[src/rtl/move_scheduler.sv]
// move_scheduler: merges key presses, auto-repeat and gravity
// into one move request at a time over a valid/ack handshake.
module move_scheduler #(
    parameter int CNT_W      = 26,
    parameter int GRAV_INIT  = 25_000_000,
    parameter int GRAV_MIN   = 2_500_000,
    parameter int GRAV_STEP  = 2_500_000,
    parameter int DAS_DELAY  = 6_000_000,
    parameter int ARR_PERIOD = 2_000_000
) (
    input  logic             clk,
    input  logic             rst,
    input  logic             en,
    input  logic             right,
    input  logic             left,
    input  logic             rr,
    input  logic             rl,
    input  logic             down,
    input  logic             move_ack,
    input  logic             lock_i,
    input  logic             level_up,
    output logic [2:0]       move_o,
    output logic             move_valid,
    output logic [CNT_W-1:0] grav_period_o
);

    localparam logic [2:0] MV_RIGHT = 3'd0;
    localparam logic [2:0] MV_LEFT  = 3'd1;
    localparam logic [2:0] MV_ROR   = 3'd2;
    localparam logic [2:0] MV_ROL   = 3'd3;
    localparam logic [2:0] MV_DOWN  = 3'd4;
    localparam logic [2:0] MV_NONE  = 3'd5;

    localparam logic [CNT_W-1:0] C_ONE   = CNT_W'(1);
    localparam logic [CNT_W-1:0] C_GINIT = CNT_W'(GRAV_INIT);
    localparam logic [CNT_W-1:0] C_GMIN  = CNT_W'(GRAV_MIN);
    localparam logic [CNT_W-1:0] C_GSTEP = CNT_W'(GRAV_STEP);
    localparam logic [CNT_W-1:0] C_GTHR  = CNT_W'(GRAV_MIN + GRAV_STEP);
    localparam logic [CNT_W-1:0] C_DAS   = CNT_W'(DAS_DELAY);
    localparam logic [CNT_W-1:0] C_ARR   = CNT_W'(ARR_PERIOD);

    typedef enum logic {
        S_IDLE  = 1'b0,
        S_ISSUE = 1'b1
    } state_t;

    state_t r_state;
    state_t w_state_nx;

    // Pending bits are indexed by move code: RIGHT, LEFT, ROR, ROL, DOWN.
    logic [4:0] r_prev;
    logic [4:0] r_pend;
    logic [4:0] w_pend_nx;
    logic [4:0] w_keys;
    logic [4:0] w_rise;
    logic [4:0] w_clr;
    logic [4:0] w_rep_bits;

    logic [2:0] r_move;
    logic [2:0] w_sel;
    logic       w_grant;
    logic       w_ack_ok;
    logic       w_grav_hit;

    // Repeating keys, slot order: right, left, down.
    logic [2:0]            w_rkey;
    logic [2:0]            w_rrise;
    logic [2:0]            w_rset;
    logic [2:0]            r_rep;
    logic [2:0]            w_rep_nx;
    logic [2:0][CNT_W-1:0] r_hold;
    logic [2:0][CNT_W-1:0] w_hold_nx;

    logic [CNT_W-1:0] r_gcnt;
    logic [CNT_W-1:0] r_grav_period;

    assign w_keys     = {down, rl, rr, left, right};
    assign w_rise     = w_keys & ~r_prev & {5{en}};
    assign w_rkey     = {down, left, right};
    assign w_rrise    = {w_rise[4], w_rise[1], w_rise[0]};
    assign w_rep_bits = {w_rset[2], 2'b00, w_rset[1], w_rset[0]};

    assign w_grav_hit = en & ~lock_i
                      & (r_gcnt >= r_grav_period - C_ONE);

    assign w_grant  = (r_state == S_IDLE) & en & (|r_pend);
    assign w_ack_ok = (r_state == S_ISSUE) & move_ack;
    assign w_clr    = w_ack_ok ? (5'b00001 << r_move) : 5'b00000;

    assign grav_period_o = r_grav_period;

    // Previous key levels; tracked even while disabled so a key held
    // across enable does not look like a fresh press.
    always_ff @(posedge clk or negedge rst) begin
        if (!rst) begin
            r_prev <= '0;
        end else begin
            r_prev <= w_keys;
        end
    end

    // Hold counters: DAS delay first, then ARR period while held.
    always_comb begin
        for (int k = 0; k < 3; k++) begin
            w_hold_nx[k] = r_hold[k];
            w_rep_nx[k]  = r_rep[k];
            w_rset[k]    = 1'b0;
            if (!en || !w_rkey[k]) begin
                w_hold_nx[k] = '0;
                w_rep_nx[k]  = 1'b0;
            end else if (w_rrise[k]) begin
                w_hold_nx[k] = C_ONE;
                w_rep_nx[k]  = 1'b0;
            end else if (r_hold[k] != '0) begin
                if (!r_rep[k] && r_hold[k] == C_DAS) begin
                    w_rset[k]    = 1'b1;
                    w_hold_nx[k] = C_ONE;
                    w_rep_nx[k]  = 1'b1;
                end else if (r_rep[k] && r_hold[k] == C_ARR) begin
                    w_rset[k]    = 1'b1;
                    w_hold_nx[k] = C_ONE;
                end else begin
                    w_hold_nx[k] = r_hold[k] + C_ONE;
                end
            end
        end
    end

    // Hold counter state.
    always_ff @(posedge clk or negedge rst) begin
        if (!rst) begin
            r_hold <= '0;
            r_rep  <= '0;
        end else begin
            r_hold <= w_hold_nx;
            r_rep  <= w_rep_nx;
        end
    end

    // Gravity counter; lock and disable both restart it from zero.
    always_ff @(posedge clk or negedge rst) begin
        if (!rst) begin
            r_gcnt <= '0;
        end else if (!en || lock_i || w_grav_hit) begin
            r_gcnt <= '0;
        end else begin
            r_gcnt <= r_gcnt + C_ONE;
        end
    end

    // Gravity period shortens per level-up, clamped at the floor.
    always_ff @(posedge clk or negedge rst) begin
        if (!rst) begin
            r_grav_period <= C_GINIT;
        end else if (level_up) begin
            if (r_grav_period >= C_GTHR) begin
                r_grav_period <= r_grav_period - C_GSTEP;
            end else begin
                r_grav_period <= C_GMIN;
            end
        end
    end

    // Pending update: clears first, so a set in the same cycle wins.
    always_comb begin
        w_pend_nx = r_pend & ~w_clr;
        if (lock_i) begin
            w_pend_nx[4] = 1'b0;
        end
        w_pend_nx = w_pend_nx | w_rise | w_rep_bits
                  | {w_grav_hit, 4'b0000};
        if (!en) begin
            w_pend_nx = '0;
        end
    end

    // Pending register.
    always_ff @(posedge clk or negedge rst) begin
        if (!rst) begin
            r_pend <= '0;
        end else begin
            r_pend <= w_pend_nx;
        end
    end

    // Fixed priority pick: DOWN > ROR > ROL > RIGHT > LEFT.
    always_comb begin
        w_sel = MV_NONE;
        if (r_pend[4]) begin
            w_sel = MV_DOWN;
        end else if (r_pend[2]) begin
            w_sel = MV_ROR;
        end else if (r_pend[3]) begin
            w_sel = MV_ROL;
        end else if (r_pend[0]) begin
            w_sel = MV_RIGHT;
        end else if (r_pend[1]) begin
            w_sel = MV_LEFT;
        end
    end

    // FSM state register.
    always_ff @(posedge clk or negedge rst) begin
        if (!rst) begin
            r_state <= S_IDLE;
        end else begin
            r_state <= w_state_nx;
        end
    end

    // FSM next state; an outstanding grant finishes even when disabled.
    always_comb begin
        w_state_nx = r_state;
        case (r_state)
            S_IDLE: begin
                if (w_grant) begin
                    w_state_nx = S_ISSUE;
                end
            end
            S_ISSUE: begin
                if (move_ack) begin
                    w_state_nx = S_IDLE;
                end
            end
            default: w_state_nx = S_IDLE;
        endcase
    end

    // Granted move code, latched at grant and dropped at ack.
    always_ff @(posedge clk or negedge rst) begin
        if (!rst) begin
            r_move <= MV_NONE;
        end else if (w_grant) begin
            r_move <= w_sel;
        end else if (w_ack_ok) begin
            r_move <= MV_NONE;
        end
    end

    // FSM outputs; decoded from state so reset clears them at once.
    always_comb begin
        move_valid = 1'b0;
        move_o     = MV_NONE;
        case (r_state)
            S_ISSUE: begin
                move_valid = 1'b1;
                move_o     = r_move;
            end
            default: begin
                move_valid = 1'b0;
                move_o     = MV_NONE;
            end
        endcase
    end

endmodule

[config.mk]
export PLATFORM = sky130hd
export DESIGN_NAME = move_scheduler
export DESIGN_NICKNAME = d
export VERILOG_FILES = /design/src/rtl/move_scheduler.sv
export SDC_FILE = /design/constraint.sdc
export NUM_CORES = 1
export LEC_CHECK = 0
export BUFFER_PORTS_ARGS = -buffer_cell sky130_fd_sc_hd__buf_2
export CAP_MARGIN = 40
export CORE_MARGIN = 1.5
export CORE_UTILIZATION = 45
export DETAILED_ROUTE_END_ITERATION = 12
export GPL_TIMING_DRIVEN = 1
export PLACE_DENSITY = 0.61
export SLEW_MARGIN = 10
export SYNTH_ARGS = -nofsm -noshare
export SYNTH_HDL_FRONTEND = slang
export SYNTH_SLANG_ARGS = --single-unit
export TNS_END_PERCENT = 100
[constraint.sdc]
create_clock -name clk -period 4.6 [get_ports clk]
set_input_delay 0 -clock clk [delete_from_list [all_inputs] [get_ports clk]]
set_output_delay 0 -clock clk [all_outputs]
set_load 0.01 [all_outputs]
### Word-level counts from Yosys, hierarchy flattened

Index checks and enable logic that the tools add are counted.
W data, S select, Z words.

* flip-flop bits (word level): 147
* output and inout bits: 30
* logic and storage cells: 133

* magnitude comparators: 2
* shift operators: 1
* equality and inequality tests: 6
* reduce and logical (&&, ||, !) cells: 32
* bitwise operators: 15
* mux-type cells: 59
* $add $sub $neg: 6

Operators by type and width (number)
* $mux W26: 17
* $add A26 B1 Y26 const B: 4
* $eq A26 B21 Y1 const B: 3
* $eq A26 B23 Y1 const B: 3
* $reduce_bool A26 Y1: 3
* $mux W1: 31
* $ge A26 B23 Y1 const B: 1
* $ge A26 B26 Y1: 1
* $sub A26 B1 Y26 const B: 1
* $sub A26 B22 Y26 const B: 1
* $mux W3: 8
* $reduce_bool A3 Y1: 6
* $and A5 B5 Y5: 3
* $or A5 B5 Y5: 3
* $mux W5: 2
* $not A5 Y5: 2
* $logic_not A1 Y1: 7
* $logic_and A1 B1 Y1: 6
* $reduce_and A2 Y1: 3
* $and A1 B1 Y1: 5
* $logic_or A1 B1 Y1: 5
* $reduce_or A5 Y1: 1
* $shl A1 B3 Y5 const A: 1
* $not A1 Y1: 2
* 2 further kinds: 2

### Logic depth before layout (Yosys ltp)

* word-level depth: 10
* mapped depth: 15
* mapped depth without buffers: 13

### Worst setup path after synthesis

Ideal clock, no wire load.

* path kind: reg-to-reg
* from: register r_grav_period[8] (netlist: grav_period_o[8])
* to: register r_gcnt[19]
* required time: 4481 ps
* data arrival time: 3374 ps
* buffers on the path: 2
* cell stages (with the launch flop): 16
* setup slack: 1107 ps
* cell sequence: dfrtp_1 > buf_2 > or4_1 > nor4_4 > nand4_1 > nor3_1 > nand2_1 > xor2_1 > ha_1 > nand4_1 > or2_2 > a211oi_1 > a2111oi_2 > nand4b_2 > buf_6 > nor2_1

* longest elaborated chain between the ends: 5

Ends and longest elaborated chain
* start: declaration: RTL line 75 `logic [CNT_W-1:0] r_grav_period;`
* start signal: assignment: RTL line 157 `r_grav_period <= r_grav_period - C_GSTEP;`
* $sub A26 B1 Y26: RTL line 84 `& (r_gcnt >= r_grav_period - C_ONE);`
* $ge A26 B26 Y1: RTL line 84
* $and A1 B1 Y1: RTL line 84
* $logic_or A1 B1 Y1: RTL line 144 `end else if (!en || lock_i || w_grav_hit) begin`
* $mux W26: RTL line 144
* end signal: assignment: RTL line 147 `r_gcnt <= r_gcnt + C_ONE;`
* end: declaration: RTL line 74 `logic [CNT_W-1:0] r_gcnt;`

No other way between the ends.
A chain may end at the register's enable or synchronous reset.

### Final worst setup path

* from: register r_grav_period[7] (netlist: grav_period_o[7])
* to: register r_gcnt[24]

Same word-level chain as after synthesis.

==> metrics.md <==
| Metric | Value |
|---|---|
| Die area | around 0.019 mm2 |
| Status | finished, final reports clean |
| Synth area leaders | dfrtp_1 (39%), xor2_1 (7.6%), nor2_1 (6.6%) |
| Mapped Area | around 0.008 mm2 |
| Crit-path cells | or4_1 > nor4_4 > nand4_1 > nor3_1 > nand2_1 > xor2_1 > ha_1 > nand4_1 > or2_2 > a211oi_1 > a2111oi_2 > nand4b_4 > nor2_1 |
| Multi-input logic area | 0.00434 mm2 |
| Fin Setup TNS | 0 ps |
| Reg-to-Reg Start | grav_period_o[7]$_DFFE_PN0P_ |
| Worst hold start | lock_i |
| # H-tree levels | 4 |
| Worst rel slew slack | 0.503 |
| Die Wd | 138 um |
| Post-synth top flop | dfrtp_1 |
| Avg Inst Size Synth | between 9 and 10 um2 |
| Post-CTS setup buffer count | 0 |
| Post-synth EDFFs | 0 |
| First-pass GRT wire length | slightly below 30,000 um |
| Tmin final | ~4000 ps |
| Mapped Cells | between 800 and 900 |
| Starting density of the core | 0.457 |
| R2R depth | 13 |
| Root buf cell | clkbuf_16 |
| Ys async rst share | 1.00 |
| Post-Route Utilization | 0.514 |
| Post-synth top area cell | dfrtp_1 |
| Vias in the first global route | 5,980 |
| Hpwl dp | between 10,000 and 15,000 um |
| # setup viols final | 0 |
| GRT overflow | 0 |
| CP peak stage delay | ~660 ps |
| Startpoint types | flop |
| Kind of cell adding the most delay to the critical path | simple AND/OR/NAND/NOR gates |
| IO Count | 41 |
| Largest net degree at the start of global routing | between 80 and 90 |
| Drc violations | 0 |
| Count leader, synth | nor2_1 |
| Final period utilization | 0.874 |
| DR WL/cell | about 15 um |
| Hold Path Sink | r_pend[4]$_DFF_PN0_ |
| Layout net count | about 970 |
| WP data required | 4940 ps |
| Skew-Pair Late Insertion Delay | approximately 430 ps |
| Flip-flop and latch count after synthesis | roughly 140 |
| LEAKAGE | roughly 3.8 nW |
| Cell area after layout | between 0.009 and 0.01 mm2 |
| GP Congestion | 0.828 |
| Area of the core | ~0.018 mm2 |
| Slowest cell on crit path | or4_1 |
| WHS Path Cells | 3 |
| Final worst hold slack | about 49 ps |
| Port-buffer cells | 35 |
| Register area | 0.00357 mm2 |
| Crit-path most repeated cell | nand4_1 |
| RR Endpoint | r_gcnt[24]$_DFF_PN0_ |
| Layout cell share with drive strength beyond 1 | 0.103 |
| Most frequent cells after synthesis | nor2_1 (143), dfrtp_1 (128), xor2_1 (71), nand2_1 (70), nand3_1 (57) |
| Largest fanout on the critical path | 26 |
| Top-area cell type share of the netlist area | 0.391 |
| Tightest Pin Transition | between 700 and 800 ps |
| Vias per std cell | 5.56 |
| Height of the die | 138 um |
| Cell variety after synth | between 60 and 70 |
| Max Transition Viols Final | 0 |
| Clk sinks | around 140 |
| Row count | between 40 and 50 |
| Routed WL | 17,500 um |
| Max Fclk | approximately 0.25 GHz |
| TritonCTS buffer count | 17 |
| Worst Setup End Kind | flop |
| Maximum clock path buffer count | 2 |
| Post-DRT Antenna Nets | 0 |
| Final worst slack | slightly below 600 ps |
| Clock transition at path regs | around 60 ps |
| PwrDens | roughly 430 mW/mm2 |
| Clock Skews | 11.4 ps |
| CP Buf/Inv Count | 0 |
| DRT iter0 DRCs | roughly 460 |
| Peak supply drop | between 0.0003 and 0.0004 V |
| CTS tree | done |
| Hold Path Class | input port to flop |
| Crit path DAT | roughly 4400 ps |
| Maxcap violations | 0 |
| # fillers | 1,667 |
| DRT Pass-1 Iters | 5 |
| Post-synthesis sequential area ratio | 0.436 |
| Worst setup path startpoint | grav_period_o[7]$_DFFE_PN0P_ |
| Setup slack at placement | between 300 and 400 ps |
| R2R Setup Slk | ~580 ps |
| Via Count | ~6,500 |
| Hold Fails Final Rpt | 0 |
| Antenna violations before repair | 0 |
| Unrepaired setup endpoints after global routing | no |
| P&R area growth vs syn | 12.4% |
| Yosys Warn Count | 0 |
| All-Layer GR Usage | 0.196 |
| Placed Area | between 0.008 and 0.009 mm2 |
| Crit Path Category | flop to flop |
-- cells by family (layout without fill, tap and decap cells) --
family | after synthesis | in the layout | share of synthesized area
AO/OA/AOI/OAI | 110 | 110 | 0.0915
XOR/XNOR | 107 | 107 | 0.114
adder cells (fa/ha/maj) | 31 | 31 | 0.0474
multiplexers | 3 | 3 | 0.00382
flip-flops | 142 | 142 | 0.436
other | 1 | 6 | 0.000458
AND/OR/NAND/NOR | 437 | 437 | 0.269
buffers and inverters | 63 | 104 | 0.0373
-- placed cells by master, fill, tap and decap left out, types with 5 or more instances in the layout --
cell type / n
o31ai_1: 6
nor4_1: 16
xnor2_1: 36
and4_1: 12
nor2b_1: 7
nand4_1: 29
clkbuf_16: 17
or3_1: 8
o21a_1: 6
buf_2: 34
nor3_1: 26
and3_1: 25
a21o_1: 6
nor4b_1: 5
nor2_1: 143
conb_1: 5
a21oi_1: 32
nand3b_1: 5
dfstp_2: 14
inv_1: 23
nand2b_1: 11
dfrtp_1: 128
dlygate4sd3_1: 10
o21ai_0: 21
nand3_1: 57
xor2_1: 71
ha_1: 31
nand2_1: 70
-- area by class of cell --
cell class | instances | share of cell area
diodes | 1 | 0.000272
clock buffers | 22 | 0.0515
clock inverters | 10 | 0.0122
inverters | 23 | 0.00938
multi-input cells | 693 | 0.471
flip-flops and latches | 142 | 0.388
well taps | 229 | 0.0311
repair buffers | 49 | 0.0364
-- stage by stage --
| step | power, W | instances |
|---|---|---|
| after floorplan | 0.00228 | 898 |
| after global placement | 0.00257 | 1124 |
| after detailed placement | 0.00258 | 1126 |
| after CTS | 0.00397 | 1168 |
| after global routing | 0.00417 | 1168 |
| final | 0.00394 | 1169 |
-- metal layers --
layer | global-route usage | routed length, um
met5 | 0 | 0
met4 | 0.0579 | 254
met3 | 0.0424 | 588
met2 | 0.300 | 8040
met1 | 0.278 | 8580
-- what timing repair did --
| action | 4_1_cts | 5_1_grt |
|---|---|---|
| gates resized for setup | 0 | 1 |
| endpoints found under the hold margin | 156 | 0 |
| hold buffers | 10 | 0 |
| endpoints found under the setup margin | 0 | 9 |
-- registers in the layout, summed over array words and instances, names as in the netlist --
| name | count |
|---|---|
| r_rep | 3 |
| r_pend | 5 |
| r_prev | 5 |
| r_state | 1 |
| grav_period_o | 21 |
| r_hold | 78 |
| r_gcnt | 26 |
| r_move | 3 |
-- how the worst max path moves through the flow --
stage                            to  cells past startpoint
2_1_floorplan  r_gcnt[19]$_DFF_PN0_                     15
3_3_place_gp   r_gcnt[10]$_DFF_PN0_                     13
3_5_place_dp   r_gcnt[24]$_DFF_PN0_                     13
4_1_cts        r_gcnt[24]$_DFF_PN0_                     13
5_1_grt         r_gcnt[6]$_DFF_PN0_                     13
6_report       r_gcnt[24]$_DFF_PN0_                     13
-- where the power goes --
part / leakage (nW) / internal, W / switching (W) / total, W
logic: 1.64 / 0.000399 / 0.000543 / 0.000941
clock network: 0.286 / 0.000839 / 0.000530 / 0.00137
registers: 1.90 / 0.00139 / 0.000236 / 0.00163
total: 3.82 / 0.00263 / 0.00131 / 0.00394
-- tightest hold or removal path, cell delays in order --
cell,delay [ps]
buf_2,140
a21oi_1,170
o31a_1,130
(Power assumes the default switching activity.)
